**src/rtl/seven_seg_pkg.sv**
```systemverilog
// Shared segment types, blank pattern and BCD-to-segment decode for the seven-segment scanner.
package seven_seg_pkg;

    typedef logic [6:0] seg_t;

    localparam seg_t SEG_BLANK = 7'b1111111;

    // Segment order is {a,b,c,d,e,f,g}, active-low; non-BCD codes show nothing.
    function automatic seg_t seg_decode(input logic [3:0] bcd);
        seg_t s;
        case (bcd)
            4'd0:    s = 7'b0000001;
            4'd1:    s = 7'b1001111;
            4'd2:    s = 7'b0010010;
            4'd3:    s = 7'b0000110;
            4'd4:    s = 7'b1001100;
            4'd5:    s = 7'b0100100;
            4'd6:    s = 7'b0100000;
            4'd7:    s = 7'b0001111;
            4'd8:    s = 7'b0000000;
            4'd9:    s = 7'b0000100;
            default: s = SEG_BLANK;
        endcase
        return s;
    endfunction

endpackage

```
**src/rtl/seven_seg_decode.sv**
```systemverilog
// Combinational BCD nibble to active-low segment pattern.
module seven_seg_decode
    import seven_seg_pkg::*;
(
    input  logic [3:0] nibble,
    output seg_t       seg
);

    assign seg = seg_decode(nibble);

endmodule

```
**src/rtl/seven_seg_scan.sv**
```systemverilog
// Time-multiplexed seven-segment driver with a frame-aligned pending/active double buffer.
// Optional leading-zero blanking is enabled by defining SEVSEG_LZ_BLANK_EN.
module seven_seg_scan
    import seven_seg_pkg::*;
#(
    parameter int N_DIGITS    = 4,
    parameter int REFRESH_DIV = 50000
) (
    input  logic                  clk,
    input  logic                  rst,
    input  logic                  en,
    input  logic                  load,
    input  logic [4*N_DIGITS-1:0] value,
    input  logic [N_DIGITS-1:0]   dp_in,
    output logic                  load_ack,
    output seg_t                  seg,
    output logic                  dp,
    output logic [N_DIGITS-1:0]   an
);

    localparam int CW = $clog2(REFRESH_DIV);
    localparam int IW = (N_DIGITS > 1) ? $clog2(N_DIGITS) : 1;
    localparam logic [CW-1:0] CNT_LAST = CW'(REFRESH_DIV - 1);
    localparam logic [IW-1:0] IDX_LAST = IW'(N_DIGITS - 1);

    logic [CW-1:0]         cnt;
    logic [IW-1:0]         idx;
    logic                  tick;
    logic                  frame;
    logic                  swap;

    logic [4*N_DIGITS-1:0] pend_val;
    logic [N_DIGITS-1:0]   pend_dp;
    logic                  pend_vld;
    logic [4*N_DIGITS-1:0] act_val;
    logic [N_DIGITS-1:0]   act_dp;

    logic [3:0]            nibble;
    logic                  dp_sel;
    logic                  blank_sel;
    logic [N_DIGITS-1:0]   an_next;
    seg_t                  dec_seg;

    assign tick  = en && (cnt == CNT_LAST);
    assign frame = tick && (idx == IDX_LAST);
    assign swap  = frame && (load || pend_vld);

    always_ff @(posedge clk or posedge rst) begin
        if (rst) begin
            cnt <= '0;
            idx <= '0;
        end else if (en) begin
            if (tick) begin
                cnt <= '0;
                idx <= (idx == IDX_LAST) ? '0 : idx + 1'b1;
            end else begin
                cnt <= cnt + 1'b1;
            end
        end
    end

    // A load landing on the boundary bypasses pending so it is never lost or delayed a frame.
    always_ff @(posedge clk or posedge rst) begin
        if (rst) begin
            pend_val <= '0;
            pend_dp  <= '0;
            pend_vld <= 1'b0;
            act_val  <= '0;
            act_dp   <= '0;
            load_ack <= 1'b0;
        end else begin
            load_ack <= swap;
            if (frame && load) begin
                act_val  <= value;
                act_dp   <= dp_in;
                pend_vld <= 1'b0;
            end else if (frame && pend_vld) begin
                act_val  <= pend_val;
                act_dp   <= pend_dp;
                pend_vld <= 1'b0;
            end else if (load) begin
                pend_val <= value;
                pend_dp  <= dp_in;
                pend_vld <= 1'b1;
            end
        end
    end

    always_comb begin
        nibble  = '0;
        dp_sel  = 1'b0;
        an_next = '1;
        for (int i = 0; i < N_DIGITS; i++) begin
            if (idx == IW'(i)) begin
                nibble     = act_val[4*i +: 4];
                dp_sel     = act_dp[i];
                an_next[i] = 1'b0;
            end
        end
    end

`ifdef SEVSEG_LZ_BLANK_EN
    logic [N_DIGITS-1:0] keep;

    // Scan from the top: a digit is kept once any nonzero nibble at or above it is seen.
    always_comb begin
        logic seen;
        seen      = 1'b0;
        keep      = '0;
        blank_sel = 1'b0;
        for (int i = N_DIGITS - 1; i >= 0; i--) begin
            seen    = seen | (|act_val[4*i +: 4]);
            keep[i] = seen || (i == 0);
        end
        for (int i = 0; i < N_DIGITS; i++) begin
            if (idx == IW'(i)) begin
                blank_sel = !keep[i];
            end
        end
    end
`else
    assign blank_sel = 1'b0;
`endif

    seven_seg_decode u_decode (
        .nibble (nibble),
        .seg    (dec_seg)
    );

    always_ff @(posedge clk or posedge rst) begin
        if (rst) begin
            seg <= SEG_BLANK;
            dp  <= 1'b1;
            an  <= '1;
        end else if (en) begin
            seg <= blank_sel ? SEG_BLANK : dec_seg;
            dp  <= ~dp_sel;
            an  <= an_next;
        end else begin
            seg <= SEG_BLANK;
            dp  <= 1'b1;
            an  <= '1;
        end
    end

endmodule

```
**config.mk**
```make
export PLATFORM = sky130hd
export DESIGN_NAME = seven_seg_scan
export DESIGN_NICKNAME = d
export VERILOG_FILES = /design/src/rtl/seven_seg_pkg.sv /design/src/rtl/seven_seg_decode.sv /design/src/rtl/seven_seg_scan.sv
export SDC_FILE = /design/constraint.sdc
export NUM_CORES = 1
export LEC_CHECK = 0
export ABC_AREA = 1
export BUFFER_PORTS_ARGS = -buffer_cell sky130_fd_sc_hd__buf_4
export CORE_ASPECT_RATIO = 1.25
export CORE_MARGIN = 3
export CORE_UTILIZATION = 30
export CTS_CLUSTER_SIZE = 8
export DETAILED_ROUTE_END_ITERATION = 7
export PLACE_DENSITY = 0.44
export SYNTH_ARGS = -nofsm -noshare
export SYNTH_HDL_FRONTEND = slang
export SYNTH_HIERARCHICAL = 1
export SYNTH_SLANG_ARGS = --single-unit
```
**constraint.sdc**
```tcl
create_clock -name clk -period 3.6 [get_ports clk]
set_input_delay 1.08 -clock clk [delete_from_list [all_inputs] [get_ports clk]]
set_output_delay 1.08 -clock clk [all_outputs]
set_load 0.02 [all_outputs]
```
==> metrics.txt <==
post-synthesis mux area share=0%; Startpoint Class=flip-flop; die area=approximately 14000 um2; Worst-Margin Slew=0.9064 ns; Int Pwr=1.519 mW; Max Fclk=385.2 MHz; PortBufs=36; Lkg Pwr=2.461 nW; CP Capture Type=flip-flop; IO Pins=37; number of synthesized register bits=72; Net Sw Power=0.4978 mW; sequential-to-total area share from yosys stat=48.40%; grt total ovfl=0; Die H=between 100 and 150 um; CTS tree=built; pin count of the biggest net entering global routing=73; post-layout net count=560; post-route minimum period=about 2.6 ns; DRC=0; pwr/cell area=449.6 nW/um2; DR top layer=met4; Worst IR Drop VDD=0.1864 mV; setup TNS=0 ns; most common cell after layout, fill and taps aside=nand2_1; PostCTS Resize Cnt=0; initial core utilization=30.72%; number of synthesized flops with an enable pin=0; dpl cell area=~4200 um2; Synth Area in Simple Gates=32.30%; post-route insts no fill=between 600 and 700; CTS HTree Levels=3; setup violators final=0; Post-Synth XOR/XNOR Area=1.400%; required time of the critical path=just under 4 ns; ANT nets after route=0; post-synth cell types=32; Fillers=1313; YS warnings=6; Fin Clk Skew=0.005230 ns; Flop pwr share=44.8%; unrepaired setup endpoints after global routing=no; length of the first detailed-routing pass in iterations=4; most frequent cells in the layout=nand2_1 (169), nor2_1 (65), dfrtp_1 (60); Hold Buf Count CTS=0; Logic pwr share=10.0%; Max-slew headroom=between 30% and 40%; Adder-Cell Fraction of Synth Area=3.333%; WL met2=4120 um; M1 WL=about 4200 um; Power Total=2.016 mW; Slew Limit Fails=0; DIE WIDTH=106.0 um; final WL=8786 um; clk slew on worst S/H paths=0.06 ns; global-route wire length before repair=15010 um; final hold viol count=0; max cap viols=0; synthesized area per cell=7.614 um2; DR iter-0 viols=about 130; Rows=45; antenna fix cells=0; worst min path class=flip-flop to flip-flop; syn nets=527; share of the synthesized area in the top cell type=40.00%; Yosys top cell by area=dfrtp_1; Sw Ratio=24.69%; via/cell ratio=4.364; clock tree root driver cell=clkbuf_16; largest family of logic cells by synthesized area=simple AND/OR/NAND/NOR gates; Max Buffers Root-to-Sink=2; gate count after technology mapping=493; number of global-route vias before repair=~3000; post-synthesis compound-gate area fraction=6.133%; predominant post-synthesis flop cell=dfrtp_1; Async SR Flop Fraction=100.0%; DR vias=3033; area added between synthesis and finish=19.47%; final instance area=4484 um2; Num CTS Buffers=9; wire length on met3=299 um; postcts setup bufs=0; GRT Util Overall=a little over an eighth; synth top area cells=dfrtp_1 (40%), nand2_1 (17%), dfstp_2 (8.4%); Syn Std Cell Area=3754 um2; clock latency on the worst-skew pair=0.34 ns; DR WL/cell=12.64 um; clock share of power=45.2%; Worst EP arrival=2.85 ns; CP Max Fanout=7; placed cells=679; total clock sinks=between 70 and 80; initial antenna violation count=0; share of cells above drive strength 1=16.95%; core box area=12220 um2; DP HPWL=6105 um; outcome=finished, final reports clean; CP Class=flip-flop to flip-flop; Final period util=72.11%; GPL Wtd Cong=0.8419
## per-stage QoR
stage          setup WS, ns  hold WS [ns]  utilization [%]
2_1_floorplan        0.7149        0.4086                -
3_3_place_gp         0.9709        0.4548            34.24
3_5_place_dp         0.8936        0.4583            34.24
4_1_cts              0.9895        0.4733            36.70
5_1_grt              0.7763        0.4886            36.70
6_report              1.004        0.4704            36.70
## sequential cells by signal, indices dropped and copies added, names as in the netlist, 2 cells and up
signal and cells:
act_dp 4, an 4, pend_dp 4, seg 7, act_val 16, idx 2, cnt 16, pend_val 16
## critical path, cell delays in order (launching register included)
cell	delay (ns)
dfrtp_1	0.40
inv_1	0.10
ha_1	0.29
inv_1	0.16
nand2_1	0.10
o211ai_1	0.08
a21oi_1	0.40
inv_1	0.15
ha_1	0.30
nand2_1	0.06
nand3_1	0.13
nand2_1	0.05
or2_2	0.29
## synthesized netlist by cell type (3+ instances only)
library cell  number
nor2_1            65
nor3_1             6
nand2_1          169
or2_2              8
ha_1              10
nand4_1            6
clkbuf_1           5
nor2_2             3
buf_4              3
a21boi_2           5
o211ai_1           3
dfrtp_1           60
inv_1             58
o21ai_0            8
dfstp_2           12
nand3_1           30
a21oi_1           14
xor2_1             5
buf_2             10
## cell families (layout without fill, tap and decap cells)
logic type / count (synthesis) / count (layout)
AO/OA/AOI/OAI: 35 / 35
XOR/XNOR: 6 / 6
adder cells (fa/ha/maj): 10 / 10
buffers and inverters: 78 / 116
flip-flops: 72 / 72
AND/OR/NAND/NOR: 292 / 292
## metal layers
metal,track usage [%],vias to the layer above
met3,2.303,9
met5,0,-
met2,22.52,49
li1,-,1574
met1,17.87,1401
met4,5.945,0
## final cells by class
type	instances	area, um2	share of cell area [%]
clock buffer	13	260.3	5.804
timing repair buffer	41	320.3	7.143
tap	164	205.2	4.576
sequential	72	1817	40.51
inverter	59	221.5	4.939
clock inverter	3	40.04	0.8929
multi-input combinational	343	1620	36.13
## worst paths after layout
path	from	end	slack (ns)	cells after the start
worst max-delay path	idx[1]	seg[3]	1.00	12
worst min register to register	pend_dp[2]	pend_dp[2]	0.47	2
worst max register to register	idx[1]	seg[3]	1.00	12
min in group asynchronous	rst	cnt[15]	0.81	3
max in group asynchronous	rst	seg[0]	2.41	3
worst min-delay path	pend_dp[2]	pend_dp[2]	0.47	2
## power groups by stage
| stage | registers (mW) | logic (mW) | clock network, mW |
|---|---|---|---|
| 3_3_place_gp | 0.916 | 0.204 | 0 |
| 4_1_cts | 0.902 | 0.205 | 0.940 |
| 6_report | 0.903 | 0.201 | 0.912 |
| 3_5_place_dp | 0.916 | 0.204 | 0 |
| 2_1_floorplan | 0.912 | 0.140 | 0 |
| 5_1_grt | 0.910 | 0.235 | 0.977 |
Note: power is estimated with default switching activity, not from simulation.
